--- config.mk ---
export PLATFORM = sky130hd
export DESIGN_NAME = gpu_block_scheduler_flat
export DESIGN_NICKNAME = d
export VERILOG_FILES = /design/src/rtl/gpu_block_scheduler_if.sv /design/src/rtl/gpu_block_scheduler.sv /design/src/flat_wrapper.sv
export SDC_FILE = /design/constraint.sdc
export NUM_CORES = 1
export LEC_CHECK = 0
export ABC_AREA = 1
export ABC_CLOCK_PERIOD_IN_PS = 4700
export CAP_MARGIN = 30
export CORE_ASPECT_RATIO = 1.5
export CORE_UTILIZATION = 55
export CTS_CLUSTER_DIAMETER = 100
export DETAILED_ROUTE_END_ITERATION = 12
export HOLD_SLACK_MARGIN = 0.1
export PLACE_DENSITY = 0.81
export SLEW_MARGIN = 20
export SYNTH_ARGS = -nofsm -noshare
export SYNTH_HDL_FRONTEND = slang
export SYNTH_SLANG_ARGS = --single-unit
--- constraint.sdc ---
create_clock -name clk -period 4.7 [get_ports clk]
set_clock_uncertainty 0.2 [all_clocks]
set_input_delay 0.705 -clock clk [delete_from_list [all_inputs] [get_ports clk]]
set_output_delay 0.705 -clock clk [all_outputs]
set_load 0.01 [all_outputs]
--- src/rtl/gpu_block_scheduler_if.sv ---
// rtl/gpu_block_scheduler_if.sv - scheduler to compute-core handshake bundle
interface gpu_block_scheduler_if #(
    parameter int NUM_CORES     = 2,
    parameter int BLOCK_ID_BITS = 8,
    parameter int CORE_TC_BITS  = 3
);
    logic [NUM_CORES-1:0]               core_reset;
    logic [NUM_CORES-1:0]               core_start;
    logic [NUM_CORES-1:0]               core_done;
    logic [NUM_CORES*BLOCK_ID_BITS-1:0] core_block_id;
    logic [NUM_CORES*CORE_TC_BITS-1:0]  core_thread_count;

    modport master (
        output core_reset,
        output core_start,
        output core_block_id,
        output core_thread_count,
        input  core_done
    );

    modport slave (
        input  core_reset,
        input  core_start,
        input  core_block_id,
        input  core_thread_count,
        output core_done
    );
endinterface

--- src/rtl/gpu_block_scheduler.sv ---
// rtl/gpu_block_scheduler.sv - splits a kernel launch into blocks and dispatches them to free cores
module gpu_block_scheduler #(
    parameter int NUM_CORES         = 2,
    parameter int THREADS_PER_BLOCK = 4,
    parameter int THREAD_COUNT_BITS = 8,
    parameter int BLOCK_ID_BITS     = 8,
    parameter int CYCLE_COUNT_BITS  = 32
) (
    input  logic                         clk,
    input  logic                         reset,
    input  logic                         start,
    input  logic [THREAD_COUNT_BITS-1:0] thread_count,
    input  logic [NUM_CORES-1:0]         core_enable_mask,
    input  logic                         abort,
    gpu_block_scheduler_if.master        cores,
    output logic                         busy,
    output logic                         done,
    output logic                         error,
    output logic [BLOCK_ID_BITS:0]       blocks_dispatched,
    output logic [CYCLE_COUNT_BITS-1:0]  cycle_count
);
    localparam int TPB_LOG2 = $clog2(THREADS_PER_BLOCK);
    localparam int TCW      = TPB_LOG2 + 1;
    localparam int CNT_BITS = BLOCK_ID_BITS + 1;

    typedef enum logic [1:0] {S_IDLE, S_RUN, S_DONE} state_e;
    typedef enum logic [1:0] {SLOT_FREE, SLOT_ASSIGN, SLOT_ACTIVE} slot_e;

    state_e                                 state_q;
    slot_e                                  slot_q [NUM_CORES];
    logic [NUM_CORES-1:0]                   mask_q;
    logic [CNT_BITS-1:0]                    total_q;
    logic [CNT_BITS-1:0]                    completed_q;
    logic [TPB_LOG2-1:0]                    tc_low_q;
    logic [NUM_CORES-1:0]                   core_reset_q;
    logic [NUM_CORES-1:0]                   core_start_q;
    logic [NUM_CORES-1:0][BLOCK_ID_BITS-1:0] block_id_q;
    logic [NUM_CORES-1:0][TCW-1:0]          block_tc_q;

    logic [NUM_CORES-1:0]     alloc;
    logic [NUM_CORES-1:0]     done_hit;
    logic [BLOCK_ID_BITS-1:0] alloc_id [NUM_CORES];
    logic [TCW-1:0]           alloc_tc [NUM_CORES];
    logic [CNT_BITS-1:0]      id_next;
    logic [CNT_BITS-1:0]      n_done;
    logic [CNT_BITS-1:0]      completed_next;
    logic [CNT_BITS-1:0]      total_calc;

    assign total_calc = CNT_BITS'(thread_count >> TPB_LOG2)
                      + CNT_BITS'(|thread_count[TPB_LOG2-1:0]);

    // Ids are handed out in core-index order so the lowest free core gets the lowest id.
    always_comb begin
        alloc    = '0;
        done_hit = '0;
        n_done   = '0;
        id_next  = blocks_dispatched;
        for (int i = 0; i < NUM_CORES; i++) begin
            alloc_id[i] = '0;
            alloc_tc[i] = '0;
            if (slot_q[i] == SLOT_ACTIVE && cores.core_done[i]) begin
                done_hit[i] = 1'b1;
                n_done      = n_done + CNT_BITS'(1);
            end
            if (state_q == S_RUN && !abort && slot_q[i] == SLOT_FREE && mask_q[i]
                && id_next < total_q) begin
                alloc[i]    = 1'b1;
                alloc_id[i] = id_next[BLOCK_ID_BITS-1:0];
                if (id_next == total_q - CNT_BITS'(1) && tc_low_q != '0)
                    alloc_tc[i] = {1'b0, tc_low_q};
                else
                    alloc_tc[i] = TCW'(THREADS_PER_BLOCK);
                id_next = id_next + CNT_BITS'(1);
            end
        end
        completed_next = completed_q + n_done;
    end

    always_ff @(posedge clk) begin
        if (reset) begin
            state_q           <= S_IDLE;
            for (int i = 0; i < NUM_CORES; i++) slot_q[i] <= SLOT_FREE;
            mask_q            <= '0;
            total_q           <= '0;
            completed_q       <= '0;
            tc_low_q          <= '0;
            core_reset_q      <= '1;
            core_start_q      <= '0;
            block_id_q        <= '0;
            block_tc_q        <= '0;
            busy              <= 1'b0;
            done              <= 1'b0;
            error             <= 1'b0;
            blocks_dispatched <= '0;
            cycle_count       <= '0;
        end else begin
            core_reset_q <= '0;
            case (state_q)
                S_IDLE, S_DONE: begin
                    if (start) begin
                        state_q           <= S_RUN;
                        busy              <= 1'b1;
                        done              <= 1'b0;
                        error             <= 1'b0;
                        mask_q            <= core_enable_mask;
                        total_q           <= total_calc;
                        tc_low_q          <= thread_count[TPB_LOG2-1:0];
                        completed_q       <= '0;
                        blocks_dispatched <= '0;
                        cycle_count       <= '0;
                    end
                end
                S_RUN: begin
                    if (cycle_count != '1)
                        cycle_count <= cycle_count + CYCLE_COUNT_BITS'(1);
                    if (abort) begin
                        // A simultaneous core_done is dropped: the kernel is dead either way.
                        state_q      <= S_DONE;
                        busy         <= 1'b0;
                        done         <= 1'b1;
                        error        <= 1'b1;
                        core_reset_q <= mask_q;
                        core_start_q <= '0;
                        for (int i = 0; i < NUM_CORES; i++) slot_q[i] <= SLOT_FREE;
                    end else begin
                        for (int i = 0; i < NUM_CORES; i++) begin
                            case (slot_q[i])
                                SLOT_FREE: begin
                                    if (alloc[i]) begin
                                        slot_q[i]       <= SLOT_ASSIGN;
                                        core_reset_q[i] <= 1'b1;
                                        block_id_q[i]   <= alloc_id[i];
                                        block_tc_q[i]   <= alloc_tc[i];
                                    end
                                end
                                SLOT_ASSIGN: begin
                                    slot_q[i]       <= SLOT_ACTIVE;
                                    core_start_q[i] <= 1'b1;
                                end
                                SLOT_ACTIVE: begin
                                    if (done_hit[i]) begin
                                        slot_q[i]       <= SLOT_FREE;
                                        core_start_q[i] <= 1'b0;
                                    end
                                end
                                default: slot_q[i] <= SLOT_FREE;
                            endcase
                        end
                        blocks_dispatched <= id_next;
                        completed_q       <= completed_next;
                        if (completed_next == total_q) begin
                            state_q <= S_DONE;
                            busy    <= 1'b0;
                            done    <= 1'b1;
                        end else if (mask_q == '0) begin
                            state_q <= S_DONE;
                            busy    <= 1'b0;
                            done    <= 1'b1;
                            error   <= 1'b1;
                        end
                    end
                end
                default: state_q <= S_IDLE;
            endcase
        end
    end

    assign cores.core_reset        = core_reset_q;
    assign cores.core_start        = core_start_q;
    assign cores.core_block_id     = block_id_q;
    assign cores.core_thread_count = block_tc_q;
endmodule

--- src/flat_wrapper.sv ---
// flat-port wrapper written by rule: the top's interface ports become plain ports
module gpu_block_scheduler_flat 
#(
    parameter int NUM_CORES         = 2,
    parameter int THREADS_PER_BLOCK = 4,
    parameter int THREAD_COUNT_BITS = 8,
    parameter int BLOCK_ID_BITS     = 8,
    parameter int CYCLE_COUNT_BITS  = 32
)
  (clk, reset, start, thread_count, core_enable_mask, abort, busy, done, error, blocks_dispatched, cycle_count, cores_core_reset, cores_core_start, cores_core_block_id, cores_core_thread_count, cores_core_done);
  gpu_block_scheduler_if #(.NUM_CORES(NUM_CORES), .BLOCK_ID_BITS(BLOCK_ID_BITS), .CORE_TC_BITS((3))) cores_i ();
  input  logic clk;
  input  logic reset;
  input  logic start;
  input  logic [THREAD_COUNT_BITS-1:0] thread_count;
  input  logic [NUM_CORES-1:0] core_enable_mask;
  input  logic abort;
  output logic busy;
  output logic done;
  output logic error;
  output logic [BLOCK_ID_BITS:0] blocks_dispatched;
  output logic [CYCLE_COUNT_BITS-1:0] cycle_count;
  output wire logic [$bits(cores_i.core_reset)-1:0] cores_core_reset;
  output wire logic [$bits(cores_i.core_start)-1:0] cores_core_start;
  output wire logic [$bits(cores_i.core_block_id)-1:0] cores_core_block_id;
  output wire logic [$bits(cores_i.core_thread_count)-1:0] cores_core_thread_count;
  input wire logic [$bits(cores_i.core_done)-1:0] cores_core_done;
  assign cores_core_reset = cores_i.core_reset;
  assign cores_core_start = cores_i.core_start;
  assign cores_core_block_id = cores_i.core_block_id;
  assign cores_core_thread_count = cores_i.core_thread_count;
  assign cores_i.core_done = cores_core_done;
  gpu_block_scheduler #(.NUM_CORES(NUM_CORES), .THREADS_PER_BLOCK(THREADS_PER_BLOCK), .THREAD_COUNT_BITS(THREAD_COUNT_BITS), .BLOCK_ID_BITS(BLOCK_ID_BITS), .CYCLE_COUNT_BITS(CYCLE_COUNT_BITS)) u_core (.clk(clk), .reset(reset), .start(start), .thread_count(thread_count), .core_enable_mask(core_enable_mask), .abort(abort), .cores(cores_i), .busy(busy), .done(done), .error(error), .blocks_dispatched(blocks_dispatched), .cycle_count(cycle_count));
endmodule
---- Yosys cells after proc, flatten, opt, wreduce, memory -nomap -nowiden ----
Memory sizes are Yosys's and may differ from the RTL's.
Cells that the tools add are included.
cells by class
  equality and inequality tests ........... 18
  $lt $le $gt $ge ......................... 2
  mux-type cells .......................... 107
  bitwise logic cells ..................... 11
  reduce and logical (&&, ||, !) cells .... 34
  $add $sub $neg .......................... 7
operators by type and width
  cell                     number
  $mux W1                  67
  $mux W32                 2
  $pmux W32 S2             1
  $mux W9                  6
  $pmux W9 S2              2
  $mux W2                  17
  $add A32 B1 Y32 const B  1
  $ne A32 B32 Y1 const B   1
  $eq A9 B9 Y1             3
  $add A9 B1 Y9 const B    2
  $lt A9 B9 Y1             2
  $mux W8                  2
  $reduce_and A3 Y1        5
  $mux W3                  4
  $reduce_and A4 Y1        3
  $logic_and A1 B1 Y1      11
  $or A1 B1 Y1             10
  $pmux W1 S2              5
  $add A9 B9 Y9            1
  $sub A9 B1 Y9 const B    1
  $logic_not A2 Y1         4
  $add A6 B1 Y7            1
  $eq A2 B1 Y1 const B     3
  $eq A2 B2 Y1 const B     3
  other kinds (13)         22
word-level totals
  bits in registers ....................... 94
  input bits .............................. 16
  memories kept ........................... 1
  memory bits (writable) .................. 4
  logic and storage cells ................. 197
  output and inout port bits .............. 70
memory list
  name           words  bits a word  read ports  clocked after memory_dff  write ports  RTL line                   source
  u_core.slot_q  2      2            2           0                         2            gpu_block_scheduler.sv:30  slot_e slot_q [NUM_CORES];

---- Depth between registers and ports, before layout ----
Gate-level depths: netlist of run 1.
  word-level depth ........................ 19
  gate-level depth with buffers ........... 27

---- Worst setup path after synthesis of run 1 ----
OpenSTA, ideal clock, no wires.
  path type ............................... input -> register
  from .................................... input abort
  to ...................................... register u_core.blocks_dispatched[0]
  required time ........................... 4.365 ns
  stages .................................. 22
  slack ................................... 1.138 ns
  data arrival time ....................... 3.227 ns
  setup time .............................. 0.135 ns
  path through ............................ inv_2 -> nand2_1 -> buf_2 -> nor2_4 -> nand2_4 -> inv_4 -> clkbuf_1 -> ha_1 -> inv_1 -> ha_1 -> inv_1 -> nand4_1 -> nand3_1 -> nand3_1 -> nand2_1 -> nor2_1 -> nand2_4 -> inv_2 -> buf_4 -> ha_1 -> a21oi_1 -> a211oi_1
on the way
  longest elaborated chain between the ends .. 11
  elaborated cells on any way between the ends .. 16
  those cells by class .................... add/sub: 1; order compare: 1; eq/ne: 1; mux: 4; reduce/logical: 9
RTL lines
  item                               RTL line                    source
  from (decl)                        flat_wrapper.sv:17          input logic abort;
  $logic_not A1 Y1                   gpu_block_scheduler.sv:65   if (state_q == S_RUN && !abort && slot_q[i] == SLOT_FREE && mask_q[i]
  $logic_and A1 B1 Y1 (3 in series)  gpu_block_scheduler.sv:65
  $logic_and A1 B1 Y1                gpu_block_scheduler.sv:66   && id_next < total_q) begin
  $mux W9                            gpu_block_scheduler.sv:65
  $lt A9 B9 Y1                       gpu_block_scheduler.sv:66
  $logic_and A1 B1 Y1                gpu_block_scheduler.sv:66
  $mux W9                            gpu_block_scheduler.sv:65
  $mux W9                            gpu_block_scheduler.sv:116  if (abort) begin
  $pmux W9 S2                        gpu_block_scheduler.sv:98   case (state_q)
  to (signal assigned)               gpu_block_scheduler.sv:149  blocks_dispatched <= id_next;
  to (decl)                          gpu_block_scheduler.sv:19   output logic [BLOCK_ID_BITS:0] blocks_dispatched,
Several ways; a longest one is shown, not always the timed one. The select of a mux whose other input is x is not followed.
A chain may end at the register's enable or synchronous reset.

---- Worst setup path in the final report of run 1 ----
  from .................................... register u_core.total_q[4]
  to ...................................... register u_core.blocks_dispatched[0]
on the way
  longest elaborated chain between the ends .. 8
  elaborated cells on any way between the ends .. 9
  those cells by class .................... add/sub: 1; order compare: 2; mux: 4; reduce/logical: 2
RTL lines
  item                    RTL line                    source
  from (decl)             gpu_block_scheduler.sv:32   logic [CNT_BITS-1:0] total_q;
  from (signal assigned)  gpu_block_scheduler.sv:106  total_q <= total_calc;
  $lt A9 B9 Y1            gpu_block_scheduler.sv:66
  $logic_and A1 B1 Y1     gpu_block_scheduler.sv:66
  $mux W9                 gpu_block_scheduler.sv:65
  $lt A9 B9 Y1            gpu_block_scheduler.sv:66
  $logic_and A1 B1 Y1     gpu_block_scheduler.sv:66
  $mux W9 (*)             gpu_block_scheduler.sv:65
  $mux W9 (*)             gpu_block_scheduler.sv:116
  $pmux W9 S2 (*)         gpu_block_scheduler.sv:98
Every way passes the cells marked *; elsewhere a longest branch is shown, timed or not. The select of a mux whose other input is x is not followed.

==> results of run 1 <==
[worst max-delay path, stage by stage (launching register included)]
cell,delay [ns]
dfxtp_1,0.45
inv_1,0.19
ha_1,0.32
nand2_1,0.12
inv_1,0.05
nand2_1,0.06
nand2_1,0.06
nand2_1,0.07
nand3_2,0.10
nor2_4,0.28
o21ai_0,0.18
nand2_1,0.16
inv_1,0.10
ha_1,0.27
nand2_1,0.06
inv_1,0.04
a21oi_1,0.13
nand3_1,0.08
nand3_1,0.07
nand2_1,0.05
nor2_1,0.18
nand2_4,0.15
inv_2,0.26
ha_1,0.29
a21oi_1,0.12
a211oi_1,0.05
[power by group through the flow]
stage                     logic (mW)  registers, mW  clock network [mW]
after floorplan                0.168          0.862                   0
after global placement         0.259          0.864                   0
after detailed placement       0.260          0.865                   0
after CTS                      0.261          0.846               0.756
after global routing           0.289          0.847               0.787
final                          0.264          0.846               0.749
[worst paths after layout]
check | from | cells past startpoint | slack [ns] | endpoint
hold / removal | u_core.done | 2 | 0.25 | u_core.done
setup / recovery | u_core.total_q[4] | 25 | 0.45 | u_core.blocks_dispatched[0]
setup reg to reg | u_core.total_q[4] | 25 | 0.45 | u_core.blocks_dispatched[0]
hold reg to reg | u_core.done | 2 | 0.25 | u_core.done
[layout make-up]
class	instances	area, um^2
Multi-Input combinational cell	660	3379
Sequential cell	96	1952
Clock buffer	10	239.0
Inverter	103	389.1
Fill cell	924	3078
Clock inverter	6	56.30
Timing Repair Buffer	95	920.9
Tap cell	141	176.4
[per-layer routing]
layer	part of all wire, %	track usage [%]	vias to the layer above
met4	6.9	26.27	0
met2	52	67.18	246
met5	0	0	-
met3	5.2	4.701	87
li1	-	-	3071
met1	36	35.24	2819
[sequential cells by signal, indices dropped and copies added, names as in the netlist]
| signal | count |
|---|---|
| u_core.cycle_count | 32 |
| u_core.cores.core_block_id | 16 |
| u_core.blocks_dispatched | 9 |
| u_core.completed_q | 9 |
| u_core.total_q | 7 |
| u_core.cores.core_thread_count | 6 |
| u_core.slot_q | 4 |
| u_core.cores.core_reset | 2 |
| u_core.cores.core_start | 2 |
| u_core.mask_q | 2 |
| u_core.state_q | 2 |
| u_core.tc_low_q | 2 |
| u_core.busy | 1 |
| u_core.done | 1 |
| u_core.error | 1 |
[kinds of logic after synthesis]
family	share of synthesized area [%]
and+or+nand+nor	35.64
xor gates and xnor gates	4.355
DFF	33.47
AOI/OAI and AO/OA	12.25
buffers and inverters	8.582
adders and majority gates	5.707
[placed cells by master (no fill, tap or decap), types with 26 or more instances in the layout]
| master | instances |
|---|---|
| nand2_1 | 218 |
| dfxtp_1 | 93 |
| a21oi_1 | 68 |
| nand4_1 | 26 |
| o21ai_0 | 38 |
| inv_1 | 94 |
| nand3_1 | 64 |
| clkdlybuf4s50_1 | 84 |
| nor2_1 | 107 |
[per-stage QoR]
step	std cells	setup WS (ns)	hold slack (ns)	util, %	power (mW)
2_1_floorplan	882	1.138	0.2490	-	1.030
3_3_place_gp	1095	0.3256	0.2360	66.90	1.124
3_5_place_dp	1095	0.2322	0.2418	66.90	1.124
4_1_cts	1111	0.4954	0.2536	69.80	1.863
5_1_grt	1111	0.1745	0.2750	69.80	1.923
6_report	1111	0.4540	0.2494	69.80	1.859
==> qor.yml, run 1 <==
p_clk_share_pct: 40.3
antenna_found_initial: 0
syn_area_um2: 5832
ys_types: 39
initial_utilization_pct: 57.23
grt_pass1_wl_um: 29640
dieHeight_um: 128.1
drtPass1Iterations: 6
grt_max_degree: 39
syn_avg_cell_area_um2: 6.612
final_nets: 1007
clockBufferDepth: 2
num_io_pins: 86
gr-total-overflow: 0
intPower_mw: 1.307
diodes: 0
synth_nets: 924
drt-total-wl_um: 19200
synthCells: 882
grt_pass1_vias: 5923
final_design_area_no_fill_um2: 7113
worst_slew_pin_slew_ns: 0.8206
cp-start-kind: "register"
drv_cap: 0
hpwlAfterDp_um: 14910
port_buffers: 85
rsz0062_at_grt: "no"
synth_commonest_cells: "218 x nand2_1, 107 x nor2_1, 94 x inv_1"
power.share.switching_pct: 29.72
drtAntennaViolNets: 0
synth_top_cell_by_area: "dfxtp_1"
synth_edf_count: 3
cts_hold_buffers: 0
placed_area_um2: 6818
ys_seq_area_share_pct: 33.47
total_leakage_power_nw: 2.809
clkTransAtPathRegs_ns: 0.08
crit_fanout: 18
gp_congestion: 1.054
insertion_delay_ns: 0.36
endpoint_kind: "register"
synth_most_common_cell: "nand2_1"
max_freq_mhz: 235.5
area_growth_pct: 21.97
finalSetupTns_ns: 0
cts_setup_buffers: 0
numCtsBuffers: 9
pwr-share-comb_pct: 14.2
core_area_um2: 10190
setup_viol: 0
hp-class: "register to register"
p_sw_uw: 552.5
vias: 6223
yosys-top-cells-area: "dfxtp_1 32%, nand2_1 14%, nor2_1 6.9%"
drc_errors: 0
critPathKind: "register to register"
die-area_um2: 11030
viasPerCell: 5.601
yosys.area.top_type_share_pct: 31.92
yosys_warnings: 0
drive_gt1_share_pct: 5.876
async_reset_ff_share_pct: 0
period_needed_ns: 4.246
clockRootBuffer: "clkbuf_16"
yosys_most_used_dff: "dfxtp_1"
ys_seq_elements: 96
irDropWorstVdd_v: 0.0001754
ctsResizeCount: 0
slew-limit-headroom_pct: 45.23
drtIter0Drc: 426
seqPwrFrac_pct: 45.5
required_ns: 4.72
clock_tree.htree_level_count: 3
cts.sinks: 96
crit_arrival_ns: 4.27
drv_slew: 0
cts_tree: "done"
finalCritPeriodShare_pct: 90.34
wire_per_inst_um: 17.28
p_per_area_nw_per_um2: 261.4
run_status: "completed"
die_x_um: 86.08
hold_viol: 0
track_usage_pct: 35.84
fp-row-count: 45
Power figures use the tool's default switching activity.
==> run 2, diff against run 1 <==
--- a/config.mk
+++ b/config.mk
@@ -7,7 +7,7 @@
 export LEC_CHECK = 0
 export ABC_AREA = 1
 export ABC_CLOCK_PERIOD_IN_PS = 4700
-export CAP_MARGIN = 30
+export CAP_MARGIN = 10
 export CORE_ASPECT_RATIO = 1.5
 export CORE_UTILIZATION = 55
 export CTS_CLUSTER_DIAMETER = 100
==> results of run 2 <==
Final layout, timing and power as in run 1 (identical DEF).
==> run 3, diff against run 2 <==
--- a/config.mk
+++ b/config.mk
@@ -10,7 +10,6 @@
 export CAP_MARGIN = 10
 export CORE_ASPECT_RATIO = 1.5
 export CORE_UTILIZATION = 55
-export CTS_CLUSTER_DIAMETER = 100
 export DETAILED_ROUTE_END_ITERATION = 12
 export HOLD_SLACK_MARGIN = 0.1
 export PLACE_DENSITY = 0.81
==> results of run 3 <==
Final layout, timing and power as in run 1 (identical DEF).
